### config.mk
export PLATFORM = sky130hd
export DESIGN_NAME = led_flash_driver
export DESIGN_NICKNAME = d
export VERILOG_FILES = /design/src/rtl/led_flash_pkg.sv /design/src/rtl/led_phase_timer.sv /design/src/rtl/led_flash_driver.sv
export SDC_FILE = /design/constraint.sdc
export NUM_CORES = 1
export LEC_CHECK = 0
export CAP_MARGIN = 10
export CORE_MARGIN = 2
export CORE_UTILIZATION = 27
export CTS_BUF_LIST = sky130_fd_sc_hd__clkbuf_4
export DETAILED_ROUTE_END_ITERATION = 10
export SYNTH_ARGS = -nofsm -noshare
export SYNTH_HDL_FRONTEND = slang
export SYNTH_SLANG_ARGS = --single-unit
### constraint.sdc
create_clock -name clk -period 2.9 [get_ports clk]
set_clock_uncertainty 0.2 [all_clocks]
set_input_delay 0.435 -clock clk [delete_from_list [all_inputs] [get_ports clk]]
set_output_delay 0.435 -clock clk [all_outputs]
set_load 0.01 [all_outputs]
### src/rtl/led_flash_pkg.sv
`default_nettype none
// ============================================================================
// Module   : led_flash_pkg
// Desc     : Shared constants for the LED flash driver: FSM state encoding,
//            request count width and phase-counter sizing helpers.
// Revision : 1.0 - initial release
// ============================================================================
package led_flash_pkg;

  // Width of the requested flash count (0..15 flashes)
  localparam int c_COUNT_W = 4;

  // Unit value in the flash count width, used for decrement and compare
  localparam logic [c_COUNT_W-1:0] c_COUNT_ONE = 4'd1;

  // FSM state encoding
  localparam int c_STATE_W = 2;
  localparam logic [c_STATE_W-1:0] ST_IDLE = 2'd0;
  localparam logic [c_STATE_W-1:0] ST_ON   = 2'd1;
  localparam logic [c_STATE_W-1:0] ST_OFF  = 2'd2;

  // Larger of two integers, used for elaboration-time sizing
  function automatic int max_int(input int a, input int b);
    return (a > b) ? a : b;
  endfunction

  // Phase counter width: one bit of headroom above the longest phase so the
  // terminal compare can never be defeated by a wrap
  function automatic int phase_cnt_width(input int clks_on, input int clks_off);
    return $clog2(max_int(clks_on, clks_off)) + 1;
  endfunction

endpackage
`default_nettype wire

### src/rtl/led_phase_timer.sv
`default_nettype none
// ============================================================================
// Module   : led_phase_timer
// Desc     : Elapsed-cycle counter for the current LED phase. Clears on
//            request, advances on tick and flags the last cycle of the phase.
//            Debug mode makes every phase exactly one cycle long.
// Revision : 1.0 - initial release
// ============================================================================
module led_phase_timer
  import led_flash_pkg::*;
#(
  parameter int CLKS_ON  = 250000,
  parameter int CLKS_OFF = 250000
) (
  input  logic clk,
  input  logic rst_n,
  input  logic clear,
  input  logic tick,
  input  logic phase_off,
  input  logic debug,
  output logic tc
);

  localparam int c_CNT_W = phase_cnt_width(CLKS_ON, CLKS_OFF);
  localparam logic [c_CNT_W-1:0] c_ON_LAST  = c_CNT_W'(CLKS_ON - 1);
  localparam logic [c_CNT_W-1:0] c_OFF_LAST = c_CNT_W'(CLKS_OFF - 1);
  localparam logic [c_CNT_W-1:0] c_CNT_ONE  = c_CNT_W'(1);

  logic [c_CNT_W-1:0] r_cnt;
  logic [c_CNT_W-1:0] w_last;
  logic               w_at_last;

  // Select the terminal value of the phase currently being timed
  always_comb begin
    w_last    = phase_off ? c_OFF_LAST : c_ON_LAST;
    w_at_last = (r_cnt >= w_last);
    tc        = debug | w_at_last;
  end

  // Elapsed-cycle counter; holds at the terminal value rather than wrapping
  always_ff @(posedge clk) begin
    if (!rst_n) begin
      r_cnt <= '0;
    end else if (clear) begin
      r_cnt <= '0;
    end else if (tick && !w_at_last) begin
      r_cnt <= r_cnt + c_CNT_ONE;
    end
  end

endmodule
`default_nettype wire

### src/rtl/led_flash_driver.sv
`default_nettype none
// ============================================================================
// Module   : led_flash_driver
// Desc     : Flashes an LED a requested number of times. Each flash is an
//            ON phase of CLKS_ON cycles followed by an OFF phase of CLKS_OFF
//            cycles; done pulses on the last OFF cycle of a sequence.
// Config   : LED_FLASH_QUEUE_EN - adds a one-entry pending-request buffer so
//            a request made while busy runs straight after the current one.
// Revision : 1.0 - initial release
// ============================================================================
module led_flash_driver
  import led_flash_pkg::*;
#(
  parameter int CLKS_ON  = 250000,
  parameter int CLKS_OFF = 250000
) (
  input  logic                 clk,
  input  logic                 rst_n,
  input  logic                 e_debug,
  input  logic                 req_valid,
  input  logic [c_COUNT_W-1:0] req_count,
  output logic                 req_ready,
  output logic                 led_out,
  output logic                 busy,
  output logic                 done
);

  logic [c_STATE_W-1:0] r_state;
  logic [c_STATE_W-1:0] w_state_next;
  logic [c_COUNT_W-1:0] r_remaining;

  logic                 w_tc;
  logic                 w_timer_clear;
  logic                 w_accept;
  logic                 w_req_nz;
  logic                 w_final_end;
  logic                 w_chain;
  logic [c_COUNT_W-1:0] w_chain_count;

  // Request handshake and end-of-sequence decode
  always_comb begin
    w_accept    = req_valid & req_ready;
    w_req_nz    = (req_count != '0);
    w_final_end = (r_state == ST_OFF) & w_tc & (r_remaining == c_COUNT_ONE);
  end

`ifdef LED_FLASH_QUEUE_EN
  logic                 r_pend_valid;
  logic [c_COUNT_W-1:0] r_pend_count;
  logic                 w_chain_pend;
  logic                 w_chain_req;

  // Ready while idle or while the pending slot is free; a sequence ending
  // this cycle either resumes from the pending slot or takes a fresh request
  always_comb begin
    req_ready     = (r_state == ST_IDLE) | ~r_pend_valid;
    w_chain_pend  = w_final_end & r_pend_valid;
    w_chain_req   = w_final_end & ~r_pend_valid & w_accept & w_req_nz;
    w_chain       = w_chain_pend | w_chain_req;
    w_chain_count = r_pend_valid ? r_pend_count : req_count;
  end

  // Pending slot: filled by a nonzero request accepted mid-sequence, drained
  // when the running sequence finishes
  always_ff @(posedge clk) begin
    if (!rst_n) begin
      r_pend_valid <= 1'b0;
      r_pend_count <= '0;
    end else if (w_chain_pend) begin
      r_pend_valid <= 1'b0;
      r_pend_count <= '0;
    end else if (w_accept && w_req_nz && (r_state != ST_IDLE) && !w_final_end) begin
      r_pend_valid <= 1'b1;
      r_pend_count <= req_count;
    end
  end
`else
  // No buffering: requests are only taken while idle
  always_comb begin
    req_ready     = (r_state == ST_IDLE);
    w_chain       = 1'b0;
    w_chain_count = '0;
  end
`endif

  // Phase timer restarts whenever the state changes and is held clear in IDLE
  always_comb begin
    w_timer_clear = (w_state_next != r_state) | (r_state == ST_IDLE);
  end

  led_phase_timer #(
    .CLKS_ON  (CLKS_ON),
    .CLKS_OFF (CLKS_OFF)
  ) u_phase_timer (
    .clk       (clk),
    .rst_n     (rst_n),
    .clear     (w_timer_clear),
    .tick      (busy),
    .phase_off (r_state == ST_OFF),
    .debug     (e_debug),
    .tc        (w_tc)
  );

  // FSM state register
  always_ff @(posedge clk) begin
    if (!rst_n) begin
      r_state <= ST_IDLE;
    end else begin
      r_state <= w_state_next;
    end
  end

  // FSM next-state logic
  always_comb begin
    w_state_next = r_state;
    case (r_state)
      ST_IDLE: begin
        if (w_accept && w_req_nz) begin
          w_state_next = ST_ON;
        end
      end
      ST_ON: begin
        if (w_tc) begin
          w_state_next = ST_OFF;
        end
      end
      ST_OFF: begin
        if (w_tc) begin
          if (r_remaining > c_COUNT_ONE) begin
            w_state_next = ST_ON;
          end else if (w_chain) begin
            w_state_next = ST_ON;
          end else begin
            w_state_next = ST_IDLE;
          end
        end
      end
      default: begin
        w_state_next = ST_IDLE;
      end
    endcase
  end

  // Remaining-flash counter: loaded on start, decremented at each OFF end,
  // reloaded when a chained request continues the sequence
  always_ff @(posedge clk) begin
    if (!rst_n) begin
      r_remaining <= '0;
    end else if (r_state == ST_IDLE) begin
      if (w_accept && w_req_nz) begin
        r_remaining <= req_count;
      end
    end else if ((r_state == ST_OFF) && w_tc) begin
      if (r_remaining > c_COUNT_ONE) begin
        r_remaining <= r_remaining - c_COUNT_ONE;
      end else if (w_chain) begin
        r_remaining <= w_chain_count;
      end else begin
        r_remaining <= '0;
      end
    end
  end

  // FSM outputs; done is masked by reset so an aborted sequence never pulses
  always_comb begin
    led_out = 1'b0;
    busy    = 1'b0;
    done    = 1'b0;
    case (r_state)
      ST_ON: begin
        led_out = 1'b1;
        busy    = 1'b1;
      end
      ST_OFF: begin
        busy = 1'b1;
        done = w_final_end & rst_n;
      end
      default: begin
        led_out = 1'b0;
      end
    endcase
  end

endmodule
`default_nettype wire

* After elaboration in Yosys (flattened, before gate mapping)
Index checks and enable logic that the tools add are counted.
** Operators by class
- $lt $le $gt $ge :: 2
- Add/sub/neg operators :: 2
- Multiplexer cells :: 12
- Reduce and logical (&&, ||, !) cells :: 10
- Equality and inequality tests :: 5
- Bitwise operators :: 7
** Operators with widths (count)
- adder 19 x 1 -> 19 bit, second input constant :: 1
- >= comparator 19 x 18 -> 1 bit, second input constant :: 1
- 2-to-1 mux 4 bit :: 4
- 2-to-1 mux 2 bit :: 3
- one-hot mux 2 bit (3 select lines) :: 1
- AND 1 bit :: 4
- equality test 4 x 1 -> 1 bit, second input constant :: 1
- greater-than comparator 4 x 1 -> 1 bit, second input constant :: 1
- 2-to-1 mux 1 bit :: 4
- nonzero test 4 bit :: 1
- OR reduction 2 bit :: 2
- subtractor 4 x 1 -> 4 bit, second input constant :: 1
- logical AND 1 bit :: 3
- equality test 2 x 1 -> 1 bit, second input constant :: 1
- equality test 2 bit, second input constant :: 1
- zero test 2 bit :: 1
- != test 2 x 1 -> 1 bit, second input constant :: 1
- != test 2 bit :: 1
- OR 1 bit :: 2
- AND reduction 2 bit :: 1
- nonzero test 2 bit :: 1
- zero test 1 bit :: 1
- NOT 1 bit :: 1
** Word-level totals
- Logic and storage cells :: 41
- Output and inout port bits :: 4
- Register bits after elaboration :: 25
- Input bits :: 8

* Longest topological paths before layout
- Depth after elaboration :: 8
- Gate-level depth with buffers :: 9
- Depth with buffers taken out :: 7

* Modules after synthesis
Synthesis repeated with hierarchy kept, for this count alone.
** Unflattened totals
- Cell total of the unflattened synthesis :: 193
- Area, all modules :: 1584.0 sq um
** By module, submodules not included
- led_phase_timer :: area an instance 1063.5 sq um, cells an instance 127, instances 1, sequential area each 380.4 sq um
- led_flash_driver :: area an instance 520.5 sq um, cells an instance 66, instances 1, sequential area each 120.1 sq um

* Worst setup path after synthesis
OpenSTA, ideal clock, no wires.
- Path type :: flip-flop to flip-flop
- Start :: register u_phase_timer.r_cnt[9]
- End :: register u_phase_timer.r_cnt[16]
- Data arrival time :: 2.213 ns
- Setup time :: 0.087 ns
- Stages on the path, launching flop included :: 8
- Clock period less this slack :: 2.500 ns
- Data required time :: 2.613 ns
- Setup slack :: 0.400 ns
- Path buffers :: 2
- Cell sequence :: dfxtp_1 or3_4 o31a_4 o311a_4 o31a_1 buf_6 buf_8 nor4_4
** Between the ends
- Longest elaborated chain between the ends :: 7
- Elaborated cells on any way between the ends :: 11
- Classes of those cells :: add/sub (1); order compare (1); eq/ne (1); mux (3); bitwise (2); reduce/logical (3)
** RTL lines
- from (decl) :: line led_phase_timer.sv:29 : logic [c_CNT_W-1:0] r_cnt;
- from (signal assigned) :: line led_phase_timer.sv:47 : r_cnt <= r_cnt + c_CNT_ONE;
- >= comparator 19 x 18 -> 1 bit :: line led_phase_timer.sv:36 : w_at_last = (r_cnt >= w_last);
- OR 1 bit :: line led_phase_timer.sv:37 : tc = debug | w_at_last;
- 2-to-1 mux 2 bit (on tied branches) :: line led_flash_driver.sv:128, led_flash_driver.sv:123
- one-hot mux 2 bit (3 select lines) :: line led_flash_driver.sv:116 : case (r_state)
- != test 2 bit :: line led_flash_driver.sv:88 : w_timer_clear = (w_state_next != r_state) | (r_state == ST_IDLE);
- OR 1 bit :: line led_flash_driver.sv:88
- OR reduction 2 bit (no line)
Parallel ways exist; a longest one is shown, timed or not.
A chain may end at the register's enable or synchronous reset.

* Final worst setup path
- Start :: register u_phase_timer.r_cnt[8]
- End :: output port done
** Between the ends
- Longest elaborated chain between the ends :: 6
** RTL lines
- >= comparator 19 x 18 -> 1 bit :: line led_phase_timer.sv:36
- OR 1 bit :: line led_phase_timer.sv:37
- AND 1 bit (2 in a row) :: line led_flash_driver.sv:44 : w_final_end = (r_state == ST_OFF) & w_tc & (r_remaining == c_COUNT_ONE);
- AND 1 bit :: line led_flash_driver.sv:176 : done = w_final_end & rst_n;
- 2-to-1 mux 1 bit :: line led_flash_driver.sv:169 : case (r_state)
- to (decl) :: line led_flash_driver.sv:25 : output logic done
Every way passes these cells.

==> flow_summary.ini <==
[status]
status = completed

[logic_synthesis]
synth_top_area_share_pct = 28.8
yosysWarnings = 0
postSynth.asyncResetShare_pct = 0
synth_nets = 207
synth_top_cell_by_area = dfxtp_1
seq_area_frac_synth_pct = 28.8
synth_cells = 192
synth_edf_count = 0
synthFlopType = dfxtp_1
synth_cell_types = 44
synth.avg_cell_area_um2 = 9.05
synth_seq_cells = 25
synth.area.top_cells = dfxtp_1 (29%), nor4b_1 (5.5%), ha_1 (5.0%), nor3_1 (4.6%), nor4_2 (4.3%)
syn-cell-area_mm2 = 0.00174

[critical_path]
crit_arrival_ps = 2140
rr_startpoint = u_phase_timer.r_cnt[8]
critPathLaunchType = flip-flop
r2r_slack_ps = 190
end_kind = output port
path_class = reg2out
crit_required_ps = 2270
worst_r2r_path_depth = 8
r2r-end = u_phase_timer.r_cnt[15]
worstPathMaxFanout = 3

[placed_design]
dp_hpwl_um = 3180
portBuffers = 11
gp_congestion = 0.863
dp.cells = 313
pre_cts_ws_ps = -206
dpl-instance-area_mm2 = 0.00222

[hold_path]
hold_path.class = reg2reg
hold_start = r_remaining[2]
hold_end = r_remaining[2]
holdPathStages = 2

[floorplan]
start_util_pct = 27.7
num_rows = 29
die_y_um = 84.2
coreArea_mm2 = 0.00628
die_x_um = 84.2
die-area_mm2 = 0.00709
io_pins = 12

[drt]
ant_nets = 0
drt_pre_antenna_iters = 4
vias_per_cell = 5.15
vias = 1670
drc_errors = 0
wl_um = 4440
first_iter_violations = 144
wl_per_cell_um = 13.7

[final_layout]
register_area_um2 = 502
antenna_cells = 0
nFillCells = 650
finish.utilization_pct = 37.2
final_area_mm2 = 0.00233
layout.cells.non_filler = 324
nNetsFinal = 263
drive_above_1_share_pct = 30.8
synthToLayoutAreaGrowth_pct = 34.3
multi_input_area_mm2 = 0.00117

[timing]
rsz0062_at_grt = false
relSlewSlack_pct = 77.9
worst_pin_slew_ps = 326
hold-worst-slack_ps = 348
slew_violations = 0
hold_viol = 0
worst_slack_ps = 127
period_needed_ps = 2770
finalSetupViolCount = 0
finalCritPeriodShare_pct = 95.6
fmaxAchievable_ghz = 0.361

[power]
p_sw_w = 0.000281
p_int_w = 0.000548
sequentialPowerShare_pct = 43.6
clockPowerShare_pct = 20.0
p_comb_share_pct = 36.4
p_leak_nw = 0.921
switching_share_pct = 33.9
ir_drop_mv = 0.133
power.density_mw_per_mm2 = 356

[global_route]
grt_pass1_wl_um = 7590
grt.met2_usage_pct = 20.7
grt_remaining_overflow = 0
grt_busiest_layer = met2
antenna_found_initial = 0
grt_max_degree = 20
grtUsageTotal_pct = 13.0
grt_util_met1_pct = 18.1
grt_pass1_vias = 1618
use_met3_pct = 1.47

[flow_run]
cap_violations = 0

[cts]
cts_tree = done
clkTransAtPathRegs_ps = 150
h-tree-depth = 1
cts.sinks = 25
root_buffer = clkbuf_4
cts_inserted_buffers = 3
clock_latency_ps = 330
cts.path.max_buffers = 2
[power by group through the flow]
| stage | clock, W | sequential [W] | combinational, W |
|---|---|---|---|
| final | 0.000166 | 0.000362 | 0.000301 |
| after global placement | 0 | 0.000370 | 0.000270 |
| after CTS | 0.000176 | 0.000362 | 0.000298 |
| after global routing | 0.000184 | 0.000364 | 0.000330 |
| after detailed placement | 0 | 0.000370 | 0.000272 |
| after floorplan | 0 | 0.000369 | 0.000170 |
[state kept, by name (all words and copies together), names as in the netlist]
signal and flops:
r_state 2, u_phase_timer.r_cnt 19, r_remaining 4
[synthesized netlist by cell type, drive strengths merged, types with 2 or more instances]
master  number
o211ai       4
buf          4
nor2         6
o21ai        6
nand3        9
nand4        6
or2          2
nor3b        3
nand2b       3
and4         3
nor4b       11
nor3        16
and3         6
a21boi       2
xnor2        6
or3          3
a211o        3
xor2         7
o31ai        2
nor4        15
o31a         6
ha           7
dfxtp       25
clkbuf       6
inv          8
a21oi        4
nand2        8
o211a        2
[critical path, stage by stage (launching register included)]
cell	delay, ps
dfxtp_2	350
or3_4	410
o211a_1	260
o31a_4	130
or3_4	370
nor3b_2	160
buf_2	140
[timing repair]
item,CTS,global route
hold buffers,0,0
endpoints found under the setup margin,20,1
pin swaps,1,3
gates resized for setup,2,9
setup buffers,4,4
[logic make-up (layout without fill, tap and decap cells)]
family	count (synthesis)	after routing	share of synthesized area (%)
buffers and inverters	18	73	5.26
and+or+nand+nor	93	93	36.7
xor gates and xnor gates	13	13	6.56
DFF	25	25	28.8
AOI/OAI and AO/OA	35	35	17.1
adders and majority gates	7	7	5.04
muxes	1	1	0.576
[cell usage in the layout, fill, tap and decap left out, types with 2 or more instances in the layout]
master,Yosys,final
nor3b_1,3,2
nand4_1,6,6
clkdlybuf4s50_1,0,10
buf_12,0,2
xnor2_1,6,6
a21oi_1,4,4
dfxtp_1,25,24
a21boi_0,2,2
nand2b_1,3,3
nor4_2,6,6
ha_1,7,7
nor4b_1,11,11
nor3_1,16,16
nand3_1,9,8
nor4_1,7,7
clkbuf_4,0,3
o31a_1,5,5
nand2_1,8,8
and3_1,6,6
and4_1,3,3
o211ai_1,4,4
o31ai_1,2,2
o211a_1,2,2
inv_1,8,8
or2_2,2,2
nor2_1,6,6
buf_4,1,48
xor2_1,7,7
a211o_1,3,3
nor4_4,2,2
or3_4,2,3
o21ai_0,6,6
[per-stage QoR]
stage / power [W] / TNS (ps)
3_5_place_dp: 0.000641 / -2050
5_1_grt: 0.000878 / 0
2_1_floorplan: 0.000540 / 0
3_3_place_gp: 0.000640 / -1540
4_1_cts: 0.000837 / -175
6_report: 0.000829 / 0
[area by class of cell]
cell class | count | share of cell area [%]
repair buffers | 61 | 21.7
multi-input cells | 149 | 50.2
clock buffers | 3 | 0.966
flip-flops and latches | 25 | 21.5
inverters | 8 | 1.29
well taps | 77 | 4.13
clock inverters | 1 | 0.215
[routing by layer]
metal,vias up,wire [um]
met3,4,83
met4,0,56
met5,-,0
li1,854,-
met1,790,2250
met2,22,2050
[worst max path at each step]
stage / start / end / slack (ps) / cells past startpoint
detailed placement: u_phase_timer.r_cnt[8] / u_phase_timer.r_cnt[9] / -210 / 8
global placement: u_phase_timer.r_cnt[8] / u_phase_timer.r_cnt[9] / -180 / 8
floorplan: u_phase_timer.r_cnt[9] / u_phase_timer.r_cnt[16] / 400 / 7
global route: u_phase_timer.r_cnt[4] / done / 20 / 7
CTS: u_phase_timer.r_cnt[8] / done / -170 / 7
finish: u_phase_timer.r_cnt[8] / done / 130 / 6
No activity file was read; power rests on OpenSTA's default activity.
